[config.mk]
export PLATFORM = sky130hd
export DESIGN_NAME = ic_test_sequencer
export DESIGN_NICKNAME = d
export VERILOG_FILES = /design/src/rtl/ic_test_sequencer.sv
export SDC_FILE = /design/constraint.sdc
export NUM_CORES = 1
export LEC_CHECK = 0
export CAP_MARGIN = 0
export CELL_PAD_IN_SITES_DETAIL_PLACEMENT = 0
export CELL_PAD_IN_SITES_GLOBAL_PLACEMENT = 1
export CORE_MARGIN = 1
export CORE_UTILIZATION = 40
export DETAILED_ROUTE_END_ITERATION = 8
export MAX_ROUTING_LAYER = met4
export PLACE_DENSITY_LB_ADDON = 0.1
export REMOVE_ABC_BUFFERS = 1
export SYNTH_ARGS = -nofsm -noshare
export SYNTH_HDL_FRONTEND = slang
export SYNTH_SLANG_ARGS = --single-unit
[constraint.sdc]
create_clock -name clk -period 2.85 [get_ports clk]
set_clock_uncertainty 0.2 [all_clocks]
set_input_delay 0.285 -clock clk [delete_from_list [all_inputs] [get_ports clk]]
set_output_delay 0.285 -clock clk [all_outputs]
set_load 0.02 [all_outputs]
[src/rtl/ic_test_sequencer.sv]
// ic_test_sequencer: debounced start, sweep-gated checker enable and latched pass/fail/err verdict.
// Define IC_SEQ_AUTORETEST_EN to re-run the test automatically after HOLD_CYCLES in DONE.
module ic_test_sequencer #(
    parameter int unsigned DEBOUNCE_CYCLES = 1_000_000,
    parameter int unsigned SWEEP_CYCLES    = 800_000_016,
    parameter int unsigned NUM_SWEEPS      = 2,
    parameter int unsigned SETTLE_CYCLES   = 4
`ifdef IC_SEQ_AUTORETEST_EN
    ,
    parameter int unsigned HOLD_CYCLES     = 50_000_000
`endif
) (
    input  logic       clk,
    input  logic       rst_n,
    input  logic       start_key_n,
    input  logic [2:0] ic_sel,
    input  logic       chk_pass,
    input  logic       chk_fail,
    output logic       chk_enable,
    output logic [2:0] ic_sel_q,
    output logic       busy,
    output logic       done,
    output logic       result_pass,
    output logic       result_fail,
    output logic       result_err,
    output logic [3:0] sweep_cnt
);
    typedef enum logic [1:0] {IDLE, RUN, SETTLE, DONE} state_t;
    state_t      state_q, state_d;
    logic        sync1_q, sync2_q, key_q, start_evt_q, db_hit, sweep_end;
    logic [31:0] db_cnt_q, cyc_q, cyc_d, swp_q, swp_d;
    logic [2:0]  sel_d, res_q, res_d;
    assign db_hit      = (sync2_q != key_q) && (db_cnt_q == DEBOUNCE_CYCLES - 1);
    assign busy        = (state_q == RUN) || (state_q == SETTLE);
    assign done        = state_q == DONE;
    assign sweep_end   = cyc_q == SWEEP_CYCLES - 1;
    assign result_pass = res_q[0];
    assign result_fail = res_q[1];
    assign result_err  = res_q[2];
    assign sweep_cnt   = (swp_q > 32'd15) ? 4'd15 : swp_q[3:0];
    // key_q is the accepted (debounced) level; a press is its 1->0 acceptance
    always_ff @(posedge clk or negedge rst_n) begin
        if (!rst_n) begin
            sync1_q     <= 1'b1;
            sync2_q     <= 1'b1;
            key_q       <= 1'b1;
            db_cnt_q    <= '0;
            start_evt_q <= 1'b0;
        end else begin
            sync1_q     <= start_key_n;
            sync2_q     <= sync1_q;
            start_evt_q <= db_hit && !sync2_q;
            if (sync2_q == key_q) begin
                db_cnt_q <= '0;
            end else if (db_hit) begin
                db_cnt_q <= '0;
                key_q    <= sync2_q;
            end else begin
                db_cnt_q <= db_cnt_q + 32'd1;
            end
        end
    end
    always_comb begin
        state_d = state_q;
        cyc_d   = cyc_q;
        swp_d   = swp_q;
        sel_d   = ic_sel_q;
        res_d   = res_q;
        if (start_evt_q && !busy) begin
            state_d = RUN;
            cyc_d   = '0;
            swp_d   = '0;
            sel_d   = ic_sel;
            res_d   = '0;
        end else if (start_evt_q) begin
            state_d = IDLE;
            cyc_d   = '0;
            swp_d   = '0;
            res_d   = '0;
        end else if (state_q == RUN) begin
            cyc_d = sweep_end ? '0 : cyc_q + 32'd1;
            swp_d = sweep_end ? swp_q + 32'd1 : swp_q;
            state_d = (sweep_end && swp_q == NUM_SWEEPS - 1) ? SETTLE : RUN;
        end else if (state_q == SETTLE) begin
            cyc_d = cyc_q + 32'd1;
            if (cyc_q == SETTLE_CYCLES) begin
                state_d = DONE;
                cyc_d   = '0;
                res_d   = {chk_pass == chk_fail, chk_fail && !chk_pass, chk_pass && !chk_fail};
            end
`ifdef IC_SEQ_AUTORETEST_EN
        end else if (state_q == DONE) begin
            cyc_d = cyc_q + 32'd1;
            if (cyc_q == HOLD_CYCLES - 1) begin
                state_d = RUN;
                cyc_d   = '0;
                swp_d   = '0;
            end
        end
`else
        end
`endif
    end
    always_ff @(posedge clk or negedge rst_n) begin
        if (!rst_n) begin
            state_q    <= IDLE;
            cyc_q      <= '0;
            swp_q      <= '0;
            ic_sel_q   <= '0;
            res_q      <= '0;
            chk_enable <= 1'b0;
        end else begin
            state_q    <= state_d;
            cyc_q      <= cyc_d;
            swp_q      <= swp_d;
            ic_sel_q   <= sel_d;
            res_q      <= res_d;
            chk_enable <= state_d == RUN;
        end
    end
endmodule

After elaboration in Yosys (flattened, before gate mapping)
Cells that the tools add are included.
{ "op_classes": {"n_addsub": 3, "n_lt_le_gt_ge": 1, "eq_ne": 12, "n_mux": 24, "bitwise": 1, "n_reduce_logical": 19} }
{ "op_table": {"columns": ["cell", "count"], "rows": [
  ["32-bit 2-to-1 mux", 12],
  ["32-bit by 1-bit adder with 32-bit output, second input constant", 3],
  ["32-bit by 1-bit equality test with 1-bit output, second input constant", 1],
  ["32-bit by 20-bit equality test with 1-bit output, second input constant", 1],
  ["32-bit by 3-bit equality test with 1-bit output, second input constant", 1],
  ["32-bit by 30-bit equality test with 1-bit output, second input constant", 1],
  ["32-bit by 4-bit greater-than comparator with 1-bit output, second input constant", 1],
  ["3-bit 2-to-1 mux", 5],
  ["2-bit 2-to-1 mux", 6],
  ["3-bit nonzero test", 4],
  ["1-bit logical AND", 6],
  ["2-bit by 1-bit equality test with 1-bit output, second input constant", 2],
  ["2-bit equality test, second input constant", 2],
  ["1-bit logical NOT", 4],
  ["4-bit 2-to-1 mux", 1],
  ["2-bit AND reduction", 2],
  ["4-bit nonzero test", 1],
  ["3-bit != test, second input constant", 1],
  ["3-bit AND reduction", 1],
  ["1-bit equality test", 2],
  ["1-bit logical OR", 1],
  ["1-bit != test", 1],
  ["1-bit inverter", 1]
]} }
{ "totals": {"register_bits": 109, "inputBits": 8, "out_inout_bits": 13, "elab_cells": 71} }

Depth between registers and ports, before layout
{ "logic_depth": {"ltp_word": 7, "mapped_depth": 9, "mapped_depth_nobuf": 8} }

Worst setup path after synthesis
Ideal clock, no wire load.
{ "synth_timing": {"path_kind": "flip-flop to flip-flop", "start": "reg state_q[0]", "end": "reg cyc_q[26]", "setup_ps": 118, "arrival_ps": 2152, "required_ps": 2532, "path_slack_ps": 379, "path_stages_with_launch": 10, "path_buffers": 1, "period_less_slack_ps": 2471, "cell_sequence": "dfrtp_1 -> inv_1 -> ha_1 -> nor2b_1 -> clkbuf_1 -> or3_4 -> nor4_4 -> nand4_1 -> xor2_1 -> nor2_1"} }
{ "synth_via": {"elab_chain_cells": 5, "elab_cells_between_ends": 9, "classes_between": "eq/ne (2); mux (3); reduce/logical (4)"} }
{ "synth_rtl": {"columns": ["element", "line", "text"], "rows": [
  ["from (decl)", "29", "state_t state_q, state_d;"],
  ["from (signal assigned)", "113", "state_q <= state_d;"],
  ["2-bit by 1-bit equality test with 1-bit output or 2-bit equality test (tied branches)", "34, 80, 84", null],
  ["1-bit logical OR", "34", "assign busy = (state_q == RUN) || (state_q == SETTLE);"],
  ["1-bit logical NOT", "69", "if (start_evt_q && !busy) begin"],
  ["1-bit logical AND", "69", null],
  ["4-bit nonzero test (no source line) or 32-bit 2-to-1 mux (tied branches)", null, null],
  ["to (signal assigned)", "114", "cyc_q <= cyc_d;"],
  ["to (decl)", "31", "logic [31:0] db_cnt_q, cyc_q, cyc_d, swp_q, swp_d;"]
]} }
Parallel ways exist; a longest one is shown, timed or not.
A chain may end at the register's enable or synchronous reset.

Worst setup path after layout
{ "layout_timing": {"start": "reg swp_q[27]", "end": "out sweep_cnt[0]"} }
{ "layout_via": {"elab_chain_cells": 2} }
{ "layout_rtl": {"columns": ["element", "line", "text"], "rows": [
  ["from (decl)", "31", null],
  ["from (signal assigned)", "115", "swp_q <= swp_d;"],
  ["32-bit by 4-bit greater-than comparator with 1-bit output", "40", "assign sweep_cnt = (swp_q > 32'd15) ? 4'd15 : swp_q[3:0];"],
  ["4-bit 2-to-1 mux", "40", null],
  ["to (decl)", "26", "output logic [3:0] sweep_cnt"]
]} }
No other way between the ends.

==> impl_metrics.ini <==
[layout]
n_antenna_cell = 0
nets = 645
num-fill-cells = 1352
drive_above_1_share_pct = 10.3
area_delta_synth_final_pct = 13.8

[detailed_routing]
via_per_inst = 5.27
route.antenna.remaining_nets = 0
drc = 0
wl_um = 12000
num_vias = 4275
wl_per_cell_um = 14.8
drt_iter0_markers = 209
drt_pass1_iterations = 6

[clock_tree]
clk_pin_slew_ns = 0.07
cts_root_buf = clkbuf_16
htreeDepth = 3
cts_sinks = 109
cts_tree = built
clock_latency_ns = 0.36
cts_buffers = 9
clock_path_buffers = 2

[setup_path]
path_max_fanout = 5
crit_path_top_delay_cell = clkdlybuf4s50_1
worst-setup-path-type = reg -> out
arrival_ns = 2.23
critPathLaunchType = register
crit_chain = nor4_1 > nand3_1 > nor3_1 > buf_4 > nand2b_1 > clkdlybuf4s50_1
critPathRequiredTime_ns = 2.37
reg2reg_to = swp_q[26]$_DFFE_PN0P_
reg2reg_depth = 7
rrSetupSlack_ns = 0.26
r2r_start = cyc_q[0]$_DFFE_PN0P_
max_stage_delay_ns = 0.53
worstSetupEndpointType = output pin

[place]
dp_hpwl_um = 8270
gp_congestion = 0.799
portBuffers = 20

[logic_synthesis]
synth_edf_count = 0
ys_async_sr_fraction_pct = 100
yosysTopAreaCell = dfrtp_1
netlist.area_leader.share_pct = 46.0
synth_area_sq_um = 5760
yosys_warnings = 0
ys.flop_type = dfrtp_1
synth_seq_area_share_pct = 47.4
synthCells = 595
syn_avg_cell_area_sq_um = 9.69
netlist-cell-type-count = 47
ys_ff_latch = 109
synth.area.top_cells = dfrtp_1 (46%), xnor2_1 (6.8%), nor2_1 (6.3%)

[floorplanning]
coreArea_sq_um = 14000
die_x_um = 122
start_util_pct = 41.2
die_area_sq_um = 14900
io_pins = 21
rows = 43
die_h_um = 122

[sta]
grt_setup_unrepaired = no
setup_viol = 0
final_hold_viol_count = 0
slew_violations = 0
setup_tns_ns = 0
max_freq_mhz = 368
timing.final.crit_share_pct = 95.4
period_minus_slack_ns = 2.72
slew-limit-headroom_pct = 60.2
tightest_slew_ns = 0.592

[pwr]
p_per_area_nw_per_um2 = 446
p_leak_nw = 2.92
peakVddDrop_uv = 336
power_frac_comb_pct = 2.5
p_clk_share_pct = 44.2
sw_frac_of_total_pct = 22.4
finalPower_mw = 2.92
internal-power_mw = 2.27
switching_power_mw = 0.655
seqPwrFrac_pct = 53.3

[outcome]
status = finished clean

[hold_path]
hold_path.startpoint = start_key_n
hold_end = sync1_q$_DFF_PN1_
hold_path_depth = 1
holdCritPathClass = in -> reg

[global_routing]
track_usage_pct = 18.6
antenna_found_initial = 0
overflow = 0
grt_pass1_vias = 4236
grt_max_degree = 40
grt_pass1_wl_um = 20900

[flow_run]
cap_violations = 0
flip-flops by register name, summed over array words and instances, names as in the netlist:
register / flops
key_q: 1
sync1_q: 1
ic_sel_q: 3
sync2_q: 1
cyc_q: 32
res_q: 3
db_cnt_q: 32
chk_enable: 1
start_evt_q: 1
state_q: 2
swp_q: 32
synth_stat cells, drive strengths merged (2+ instances only):
| master | count |
|---|---|
| dfrtp | 106 |
| nor2 | 97 |
| nand2 | 47 |
| xnor2 | 45 |
| xor2 | 32 |
| nand3 | 28 |
| nand4 | 26 |
| nor4 | 26 |
| inv | 25 |
| nor3 | 20 |
| and3 | 19 |
| a21oi | 18 |
| or3 | 17 |
| o21ai | 15 |
| and4 | 11 |
| ha | 11 |
| buf | 9 |
| clkbuf | 9 |
| mux2 | 5 |
| nor4b | 4 |
| a21o | 3 |
| dfstp | 3 |
| nor3b | 3 |
| and2 | 2 |
| nand2b | 2 |
| or4 | 2 |
kinds of logic (layout without fill, tap and decap cells):
family | Yosys count | after routing | share of synthesized area, %
simple gates | 308 | 308 | 29.7
flops | 109 | 109 | 47.4
xor+xnor | 77 | 77 | 11.7
buf+inv | 43 | 79 | 3.43
compound gates | 42 | 42 | 4.39
fa+ha+maj | 11 | 11 | 2.39
mux | 5 | 5 | 0.977
worst max-delay path: cells and delay by family (launching register included):
family / cells / cell delay (ns)
buffers and inverters: 2 / 0.70
and+or+nand+nor: 4 / 0.76
DFF: 1 / 0.42
per-layer routing:
| metal | track usage [%] | vias up | part of all wire (%) |
|---|---|---|---|
| li1 | - | 2120 | - |
| met2 | 28.5 | 57 | 46 |
| met1 | 24.5 | 2090 | 50 |
| met5 | - | - | 0 |
| met3 | 4.68 | 8 | 3.1 |
| met4 | 4.63 | 0 | 0.88 |
placed cells by master (no fill, tap or decap), types with 2 or more instances in the layout:
cell,n
nor3_1,14
nor4_4,5
clkinvlp_4,3
and2_1,2
clkdlybuf4s50_1,19
dfstp_2,3
inv_6,2
nor4b_1,4
or4_1,2
ha_1,11
nand4_2,2
nand2_1,47
nor4_1,17
nand2b_1,2
clkbuf_16,9
buf_12,2
nand4_1,23
nand3_1,27
nor3_2,6
or3_1,16
and4_1,11
nor4_2,4
and3_1,19
buf_4,16
a21o_1,3
dfrtp_1,106
inv_1,25
nor3b_1,2
a21oi_1,18
xor2_1,32
nor2_1,97
o21ai_0,14
mux2_2,5
xnor2_1,45
layout make-up:
class,instances,area (sq um),share of cell area (%)
Clock buffer,10,229,3.49
Multi-Input combinational cell,443,2850,43.4
Sequential cell,109,2730,41.7
Timing Repair Buffer,38,360,5.50
Inverter,25,93.8,1.43
Tap cell,180,225,3.44
Clock inverter,6,70.1,1.07
stage by stage:
stage                     util (%)  cell area [sq um]  instances  setup slack [ns]  hold WS [ns]
final                         46.9               6560        811             0.130         0.132
after global routing          46.9               6560        811           0.00730         0.128
after CTS                     46.7               6530        809             0.120         0.117
after detailed placement      44.5               6220        792             0.156         0.113
after global placement        44.5               6220        792             0.147         0.102
after floorplan                  -               5660        577             0.262        -0.211
timing repair:
action | CTS | global route
buffers inserted | 0 | 2
gates resized for setup | 0 | 2
hold buffers | 1 | 0
endpoints found under the hold margin | 35 | 0
endpoints found under the setup margin | 0 | 8
power groups by stage:
| stage | clock network, mW | registers (mW) | logic [mW] |
|---|---|---|---|
| floorplan | 0 | 1.59 | 0.0131 |
| global placement | 0 | 1.59 | 0.0766 |
| detailed placement | 0 | 1.59 | 0.0767 |
| CTS | 1.34 | 1.56 | 0.0782 |
| global route | 1.41 | 1.56 | 0.0851 |
| finish | 1.29 | 1.56 | 0.0734 |
worst max path at each step:
stage / startpoint / endpoint / slack [ns] / cells past startpoint
after floorplan: start_evt_q$_DFF_PN0_ / cyc_q[26]$_DFFE_PN0P_ / 0.26 / 6
after global placement: cyc_q[8]$_DFFE_PN0P_ / swp_q[26]$_DFFE_PN0P_ / 0.15 / 6
after detailed placement: cyc_q[8]$_DFFE_PN0P_ / swp_q[26]$_DFFE_PN0P_ / 0.16 / 6
after CTS: cyc_q[8]$_DFFE_PN0P_ / swp_q[26]$_DFFE_PN0P_ / 0.12 / 6
after global routing: swp_q[27]$_DFFE_PN0P_ / sweep_cnt[1] / 0.007 / 6
final: swp_q[27]$_DFFE_PN0P_ / sweep_cnt[0] / 0.13 / 6
(Power assumes the default switching activity.)
